==> src/rtl/bf16_product_normalizer_if.sv <==
`default_nettype none
// ============================================================================
// Module      : bf16_product_normalizer_if
// Description : Operand/result handshake bundle for the BF16 product
//               normalizer. The upstream/downstream driver uses the master
//               modport and the normalizer uses the slave modport.
//               Ports (slave view):
//                 in_valid/in_ready        operand handshake
//                 in_mults, in_multc       carry-save mantissa product
//                 in_sign, in_exp, in_zero sign, biased exponent sum, zero flag
//                 out_valid/out_ready      result handshake
//                 out_result, out_flags    BF16 result, {ovf, unf, inexact}
// Revision    : 1.0 - initial release
// ============================================================================
interface bf16_product_normalizer_if #(
    parameter int EXP_W = 10
);
    logic             in_valid;
    logic             in_ready;
    logic [16:0]      in_mults;
    logic [16:0]      in_multc;
    logic             in_sign;
    logic [EXP_W-1:0] in_exp;
    logic             in_zero;
    logic             out_valid;
    logic             out_ready;
    logic [15:0]      out_result;
    logic [2:0]       out_flags;

    modport master (
        output in_valid, in_mults, in_multc, in_sign, in_exp, in_zero, out_ready,
        input  in_ready, out_valid, out_result, out_flags
    );

    modport slave (
        input  in_valid, in_mults, in_multc, in_sign, in_exp, in_zero, out_ready,
        output in_ready, out_valid, out_result, out_flags
    );
endinterface
`default_nettype wire

==> src/rtl/bf16_product_normalizer.sv <==
`default_nettype none
// ============================================================================
// Module      : bf16_product_normalizer
// Description : Two-stage valid/ready pipeline that resolves a carry-save
//               mantissa product, normalizes it, rounds to nearest-even and
//               packs a BF16 result with overflow/underflow/inexact flags.
//               Ports:
//                 clk  - clock, rising edge
//                 rst  - asynchronous active-high reset
//                 bus  - slave side of bf16_product_normalizer_if
// Revision    : 1.0 - initial release
// ============================================================================
module bf16_product_normalizer #(
    parameter int EXP_W = 10
) (
    input  wire logic                 clk,
    input  wire logic                 rst,
    bf16_product_normalizer_if.slave  bus
);

    localparam logic signed [EXP_W-1:0] c_EXP_OVF  = EXP_W'(255);
    localparam logic signed [EXP_W-1:0] c_EXP_ZERO = '0;

    // ---------------- Stage 1 registers ----------------
    logic                    r_s1_valid;
    logic [15:0]             r_s1_p;
    logic                    r_s1_sign;
    logic signed [EXP_W-1:0] r_s1_exp;
    logic                    r_s1_zero;

    // ---------------- Stage 2 registers ----------------
    logic                    r_s2_valid;
    logic [15:0]             r_s2_result;
    logic [2:0]              r_s2_flags;

    // ---------------- Handshake ----------------
    logic w_s1_advance;
    logic w_in_fire;

    // S1 may move into S2 whenever S2 is empty or is being drained this cycle.
    assign w_s1_advance  = r_s1_valid && (!r_s2_valid || bus.out_ready);
    assign bus.in_ready  = !r_s1_valid || w_s1_advance;
    assign w_in_fire     = bus.in_valid && bus.in_ready;
    assign bus.out_valid  = r_s2_valid;
    assign bus.out_result = r_s2_result;
    assign bus.out_flags  = r_s2_flags;

    // Carry-propagate add of the carry-save pair; bit 16 of the sum is
    // discarded by the truncating cast.
    logic [15:0] w_p;
    assign w_p = 16'(bus.in_mults + {bus.in_multc, 1'b0});

    // ---------------- Normalize and round (from S1) ----------------
    logic                    w_hi;
    logic [6:0]              w_m;
    logic                    w_g;
    logic                    w_s;
    logic                    w_inc;
    logic [7:0]              w_m_rnd;
    logic signed [EXP_W-1:0] w_e_rnd;
    logic                    w_inexact;
    logic                    w_ovf;
    logic                    w_unf;
    logic [15:0]             w_result;
    logic [2:0]              w_flags;

    assign w_hi = r_s1_p[15];

    always_comb begin
        w_m = r_s1_p[13:7];
        w_g = r_s1_p[6];
        w_s = |r_s1_p[5:0];
        if (w_hi) begin
            w_m = r_s1_p[14:8];
            w_g = r_s1_p[7];
            w_s = |r_s1_p[6:0];
        end
    end

    assign w_inc     = w_g && (w_s || w_m[0]);
    // Bit 7 of the rounded mantissa is the carry out of 7'h7F + 1.
    assign w_m_rnd   = {1'b0, w_m} + {7'd0, w_inc};
    assign w_e_rnd   = r_s1_exp + EXP_W'(w_hi) + EXP_W'(w_m_rnd[7]);
    assign w_inexact = w_g || w_s;
    assign w_ovf     = (w_e_rnd >= c_EXP_OVF);
    assign w_unf     = (w_e_rnd <= c_EXP_ZERO);

    always_comb begin
        w_result = {r_s1_sign, w_e_rnd[7:0], w_m_rnd[6:0]};
        w_flags  = {2'b00, w_inexact};
        if (r_s1_zero) begin
            w_result = {r_s1_sign, 15'h0000};
            w_flags  = 3'b000;
        end else if (w_ovf) begin
            w_result = {r_s1_sign, 8'hFF, 7'h00};
            w_flags  = 3'b101;
        end else if (w_unf) begin
            w_result = {r_s1_sign, 15'h0000};
            w_flags  = 3'b011;
        end
    end

    // ---------------- Stage 1 ----------------
    always_ff @(posedge clk or posedge rst) begin
        if (rst) begin
            r_s1_valid <= 1'b0;
            r_s1_p     <= '0;
            r_s1_sign  <= 1'b0;
            r_s1_exp   <= '0;
            r_s1_zero  <= 1'b0;
        end else begin
            if (w_in_fire) begin
                r_s1_valid <= 1'b1;
                r_s1_p     <= w_p;
                r_s1_sign  <= bus.in_sign;
                r_s1_exp   <= bus.in_exp;
                r_s1_zero  <= bus.in_zero;
            end else if (w_s1_advance) begin
                r_s1_valid <= 1'b0;
            end
        end
    end

    // ---------------- Stage 2 ----------------
    always_ff @(posedge clk or posedge rst) begin
        if (rst) begin
            r_s2_valid  <= 1'b0;
            r_s2_result <= '0;
            r_s2_flags  <= '0;
        end else begin
            if (w_s1_advance) begin
                r_s2_valid  <= 1'b1;
                r_s2_result <= w_result;
                r_s2_flags  <= w_flags;
            end else if (r_s2_valid && bus.out_ready) begin
                r_s2_valid  <= 1'b0;
            end
        end
    end

endmodule
`default_nettype wire

==> src/flat_wrapper.sv <==
// flat-port wrapper written by rule: the top's interface ports become plain ports
module bf16_product_normalizer_flat 
#(
    parameter int EXP_W = 10
)
  (clk, rst, bus_in_valid, bus_in_mults, bus_in_multc, bus_in_sign, bus_in_exp, bus_in_zero, bus_out_ready, bus_in_ready, bus_out_valid, bus_out_result, bus_out_flags);
  bf16_product_normalizer_if #(.EXP_W(EXP_W)) bus_i ();
  input  wire logic clk;
  input  wire logic rst;
  input wire logic [$bits(bus_i.in_valid)-1:0] bus_in_valid;
  input wire logic [$bits(bus_i.in_mults)-1:0] bus_in_mults;
  input wire logic [$bits(bus_i.in_multc)-1:0] bus_in_multc;
  input wire logic [$bits(bus_i.in_sign)-1:0] bus_in_sign;
  input wire logic [$bits(bus_i.in_exp)-1:0] bus_in_exp;
  input wire logic [$bits(bus_i.in_zero)-1:0] bus_in_zero;
  input wire logic [$bits(bus_i.out_ready)-1:0] bus_out_ready;
  output wire logic [$bits(bus_i.in_ready)-1:0] bus_in_ready;
  output wire logic [$bits(bus_i.out_valid)-1:0] bus_out_valid;
  output wire logic [$bits(bus_i.out_result)-1:0] bus_out_result;
  output wire logic [$bits(bus_i.out_flags)-1:0] bus_out_flags;
  assign bus_i.in_valid = bus_in_valid;
  assign bus_i.in_mults = bus_in_mults;
  assign bus_i.in_multc = bus_in_multc;
  assign bus_i.in_sign = bus_in_sign;
  assign bus_i.in_exp = bus_in_exp;
  assign bus_i.in_zero = bus_in_zero;
  assign bus_i.out_ready = bus_out_ready;
  assign bus_in_ready = bus_i.in_ready;
  assign bus_out_valid = bus_i.out_valid;
  assign bus_out_result = bus_i.out_result;
  assign bus_out_flags = bus_i.out_flags;
  bf16_product_normalizer #(.EXP_W(EXP_W)) u_core (.clk(clk), .rst(rst), .bus(bus_i));
endmodule
==> config.mk <==
export PLATFORM = sky130hd
export DESIGN_NAME = bf16_product_normalizer_flat
export DESIGN_NICKNAME = d
export VERILOG_FILES = /design/src/rtl/bf16_product_normalizer_if.sv /design/src/rtl/bf16_product_normalizer.sv /design/src/flat_wrapper.sv
export SDC_FILE = /design/constraint.sdc
export NUM_CORES = 1
export LEC_CHECK = 0
export CAP_MARGIN = 20
export CORE_MARGIN = 1.5
export CORE_UTILIZATION = 51
export CTS_BUF_LIST = sky130_fd_sc_hd__clkbuf_4 sky130_fd_sc_hd__clkbuf_8 sky130_fd_sc_hd__clkbuf_16
export DETAILED_ROUTE_END_ITERATION = 12
export PLACE_DENSITY = 0.82
export RECOVER_POWER = 50
export REMOVE_ABC_BUFFERS = 1
export SLEW_MARGIN = 10
export SYNTH_ARGS = -nofsm -noshare
export SYNTH_HDL_FRONTEND = slang
export SYNTH_SLANG_ARGS = --single-unit
==> constraint.sdc <==
create_clock -name clk -period 4.35 [get_ports clk]
set_input_delay 0.87 -clock clk [delete_from_list [all_inputs] [get_ports clk]]
set_output_delay 0.87 -clock clk [all_outputs]
set_load 0.02 [all_outputs]
==> flow_metrics.env <==
export IMPL_run_status="finished, violations left"
export IMPL_failed_checks="max-capacitance violations, max-slew violations"
export IMPL_final_setup_fails=0
export IMPL_grt_max_degree=50
export IMPL_h_tree_depth=2
export IMPL_hold_viol=0
export IMPL_fp_dieH_microns=81.65
export IMPL_netlist_top_cell_by_area="sky130_fd_sc_hd__dfrtp_1"
export IMPL_leakage_nw=1.786
export IMPL_drtAntennaViolNets=0
export IMPL_cts_post_setup_buffers_inserted=0
export IMPL_clk_transition_reported_paths_ns=0.09
export IMPL_placement_io_buffers=67
export IMPL_synthTopCellsByCount="sky130_fd_sc_hd__nand2_1 (90), sky130_fd_sc_hd__dfrtp_1 (49), sky130_fd_sc_hd__o21ai_0 (18)"
export IMPL_routed_via_count=2831
export IMPL_critical_path_reg2reg_startpoint="u_core.r_s1_p[15]$_DFFE_PP0P_"
export IMPL_routed_wire_length_per_instance_microns=13.68
export IMPL_timing_max_transition_violations_final=42
export IMPL_post_synth_cell_area_avg_sq_um=8.666
export IMPL_clockBufferDepth=2
export IMPL_floorplan_rows=28
export IMPL_synth_area_leaders="sky130_fd_sc_hd__dfrtp_1 (39%), sky130_fd_sc_hd__nand2_1 (11%), sky130_fd_sc_hd__ha_1 (6.3%)"
export IMPL_detail_route_drc_violations=0
export IMPL_cellPowerDensity_nw_per_um2=357.2
export IMPL_clk_insertion_delay_late_ns=0.30
export IMPL_seq_area_frac_synth=0.3887
export IMPL_synth_flop_cell="sky130_fd_sc_hd__dfrtp_1"
export IMPL_r2r_slack_ns=0.73
export IMPL_first_pass_grt_wire_length_microns=11890
export IMPL_top_level_ports=71
export IMPL_gp_congestion=0.8652
export IMPL_fmax_mhz=276.6
export IMPL_rsz_0062_raised_after_global_routing="no"
export IMPL_drive_gt1_frac=0.04215
export IMPL_insertedDiodeCount=0
export IMPL_r2r_worst_path_cells=10
export IMPL_drt_pre_antenna_iters=4
export IMPL_worstPathArrival_ns=3.81
export IMPL_hold_path_startpoint="u_core.r_s1_p[1]$_DFFE_PP0P_"
export IMPL_ys_async_sr_fraction=1.000
export IMPL_grt_pass1_vias=2672
export IMPL_detailed_placement_wirelength_estimate_microns=5248
export IMPL_yosysWarningCount=0
export IMPL_critical_path_required_ns=4.55
export IMPL_crit_path_end_kind="register"
export IMPL_cts_tree="built"
export IMPL_totalWireLength_microns=6868
export IMPL_start_kind="register"
export IMPL_report_power_total_mw=1.417
export IMPL_timing_hold_worst_class="reg2reg"
export IMPL_synth_seq_cells=49
export IMPL_synth_edf_count=0
export IMPL_start_util=0.5296
export IMPL_transition_time_of_the_tightest_slew_check_pin_ns=2.091
export IMPL_post_route_min_period_ns=3.616
export IMPL_ir_worst_vdd_uv=251.5
export IMPL_hold_worst_slack_ns=0.4842
export IMPL_detailedRoute_firstIterationViolations=123
export IMPL_maxSlewHeadroom=-0.3941
export IMPL_fp_coreArea_sq_um=5956
export IMPL_post_synth_instance_area_sq_um=3154
export IMPL_synth_top_area_share=0.3887
export IMPL_layout_net_count=494
export IMPL_worstHoldEndpoint="u_core.r_s1_p[1]$_DFFE_PP0P_"
export IMPL_clock_skew_ns=0.004524
export IMPL_clock_sinks=49
export IMPL_totalNegativeSetupSlack_ns=0
export IMPL_most_used_standard_cell_by_instance_count_after_synthesis="sky130_fd_sc_hd__nand2_1"
export IMPL_max_cap_viol_count=1
export IMPL_grt_remaining_overflow=0
export IMPL_dieWidth_microns=81.65
export IMPL_netlist_cell_type_count=52
export IMPL_critPathKind="reg2reg"
export IMPL_die_area_sq_um=6666
export IMPL_ctsResizeCount=0
export IMPL_cp_max_fo=19
export IMPL_clk_root_buffer_cell="sky130_fd_sc_hd__clkbuf_8"
export IMPL_vias_per_cell=5.639
export IMPL_synthesis_instances=364
export IMPL_initial_antenna_violation_count=0
export IMPL_groute_usage_overall=0.2261
export IMPL_post_cts_hold_buffer_count=0
export IMPL_tritoncts_num_buffers=5
export IMPL_finalCritPeriodShare=0.8312
export IMPL_critical_path_reg2reg_endpoint="u_core.bus.out_result[6]$_DFFE_PP0P_"
export IMPL_whs_path_depth=2
export IMPL_flow_area_growth_from_synthesis_pct=25.78
kinds of logic (layout without fill, tap and decap cells):
kind of cell | count (synthesis) | in the layout | share of synthesized area
AO/OA/AOI/OAI | 82 | 82 | 0.1829
XOR/XNOR | 17 | 17 | 0.04720
adder cells (fa/ha/maj) | 18 | 18 | 0.07616
buffers and inverters | 25 | 88 | 0.03332
flip-flops | 49 | 49 | 0.3887
multiplexers | 7 | 7 | 0.02340
AND/OR/NAND/NOR | 166 | 166 | 0.2483
report_power, final:
group / internal (mW) / switching, mW / leakage, nW
Clock: 0.144 / 0.149 / 0.0542
Combinational: 0.239 / 0.259 / 1.12
Sequential: 0.539 / 0.0866 / 0.610
Total: 0.923 / 0.495 / 1.79
worst max-delay path by stage:
stage                                  start                                    to
2_1_floorplan  u_core.r_s1_p[15]$_DFFE_PP0P_  u_core.bus.out_result[6]$_DFFE_PP0P_
3_3_place_gp   u_core.r_s1_p[15]$_DFFE_PP0P_  u_core.bus.out_result[6]$_DFFE_PP0P_
3_5_place_dp   u_core.r_s1_p[15]$_DFFE_PP0P_  u_core.bus.out_result[6]$_DFFE_PP0P_
4_1_cts        u_core.r_s1_p[15]$_DFFE_PP0P_  u_core.bus.out_result[6]$_DFFE_PP0P_
5_1_grt        u_core.r_s1_p[15]$_DFFE_PP0P_  u_core.bus.out_result[6]$_DFFE_PP0P_
6_report       u_core.r_s1_p[15]$_DFFE_PP0P_  u_core.bus.out_result[6]$_DFFE_PP0P_
cells in the final DEF (no fill, tap or decap), drive strengths merged, types with 10 or more instances in the layout:
| master | count |
|---|---|
| a21oi | 15 |
| ha | 16 |
| nor2 | 11 |
| nor3 | 15 |
| o21ai | 18 |
| nand3 | 13 |
| dfrtp | 49 |
| xor2 | 12 |
| nand2 | 90 |
| clkdlybuf4s50 | 58 |
| inv | 10 |
area by class of cell:
type,count,area (sq um)
Fill cell,528,1988
Multi-Input combinational cell,290,1823
Sequential cell,49,1226
Timing Repair Buffer,70,685.7
Clock buffer,7,96.34
Tap cell,75,93.84
Inverter,10,37.54
Clock inverter,1,5.005
routing by layer:
metal / part of all wire / GRT usage
met5: 0 / 0
met4: 0.0083 / 0.05932
met3: 0.041 / 0.03444
met2: 0.51 / 0.4182
met1: 0.44 / 0.2721
sequential cells by signal (all words and copies together) (netlist names):
register               cells
u_core.bus.out_valid       1
u_core.r_s1_sign           1
u_core.r_s1_p             16
u_core.bus.out_flags       3
u_core.r_s1_exp           10
u_core.r_s1_zero           1
u_core.r_s1_valid          1
u_core.bus.out_result     16
stage by stage:
step	setup slack [ns]	utilization	std cells	area (sq um)
final	0.7341	0.6662	502	3968
after global routing	0.4883	0.6662	502	3968
after CTS	0.7432	0.6662	501	3968
after detailed placement	0.7524	0.6492	493	3866
after global placement	0.8635	0.6492	493	3866
after floorplan	1.162	-	349	3087
critical path: stages (launching register included):
cell	delay [ns]
sky130_fd_sc_hd__dfrtp_1	0.73
sky130_fd_sc_hd__mux2_2	0.40
sky130_fd_sc_hd__and3_1	0.19
sky130_fd_sc_hd__and3_1	0.19
sky130_fd_sc_hd__fa_1	0.42
sky130_fd_sc_hd__ha_1	0.26
sky130_fd_sc_hd__xnor2_1	0.26
sky130_fd_sc_hd__nor3_1	0.10
sky130_fd_sc_hd__a31oi_1	0.44
sky130_fd_sc_hd__nand3_4	0.16
sky130_fd_sc_hd__o41ai_2	0.36
No activity file was read; power rests on OpenSTA's default activity.
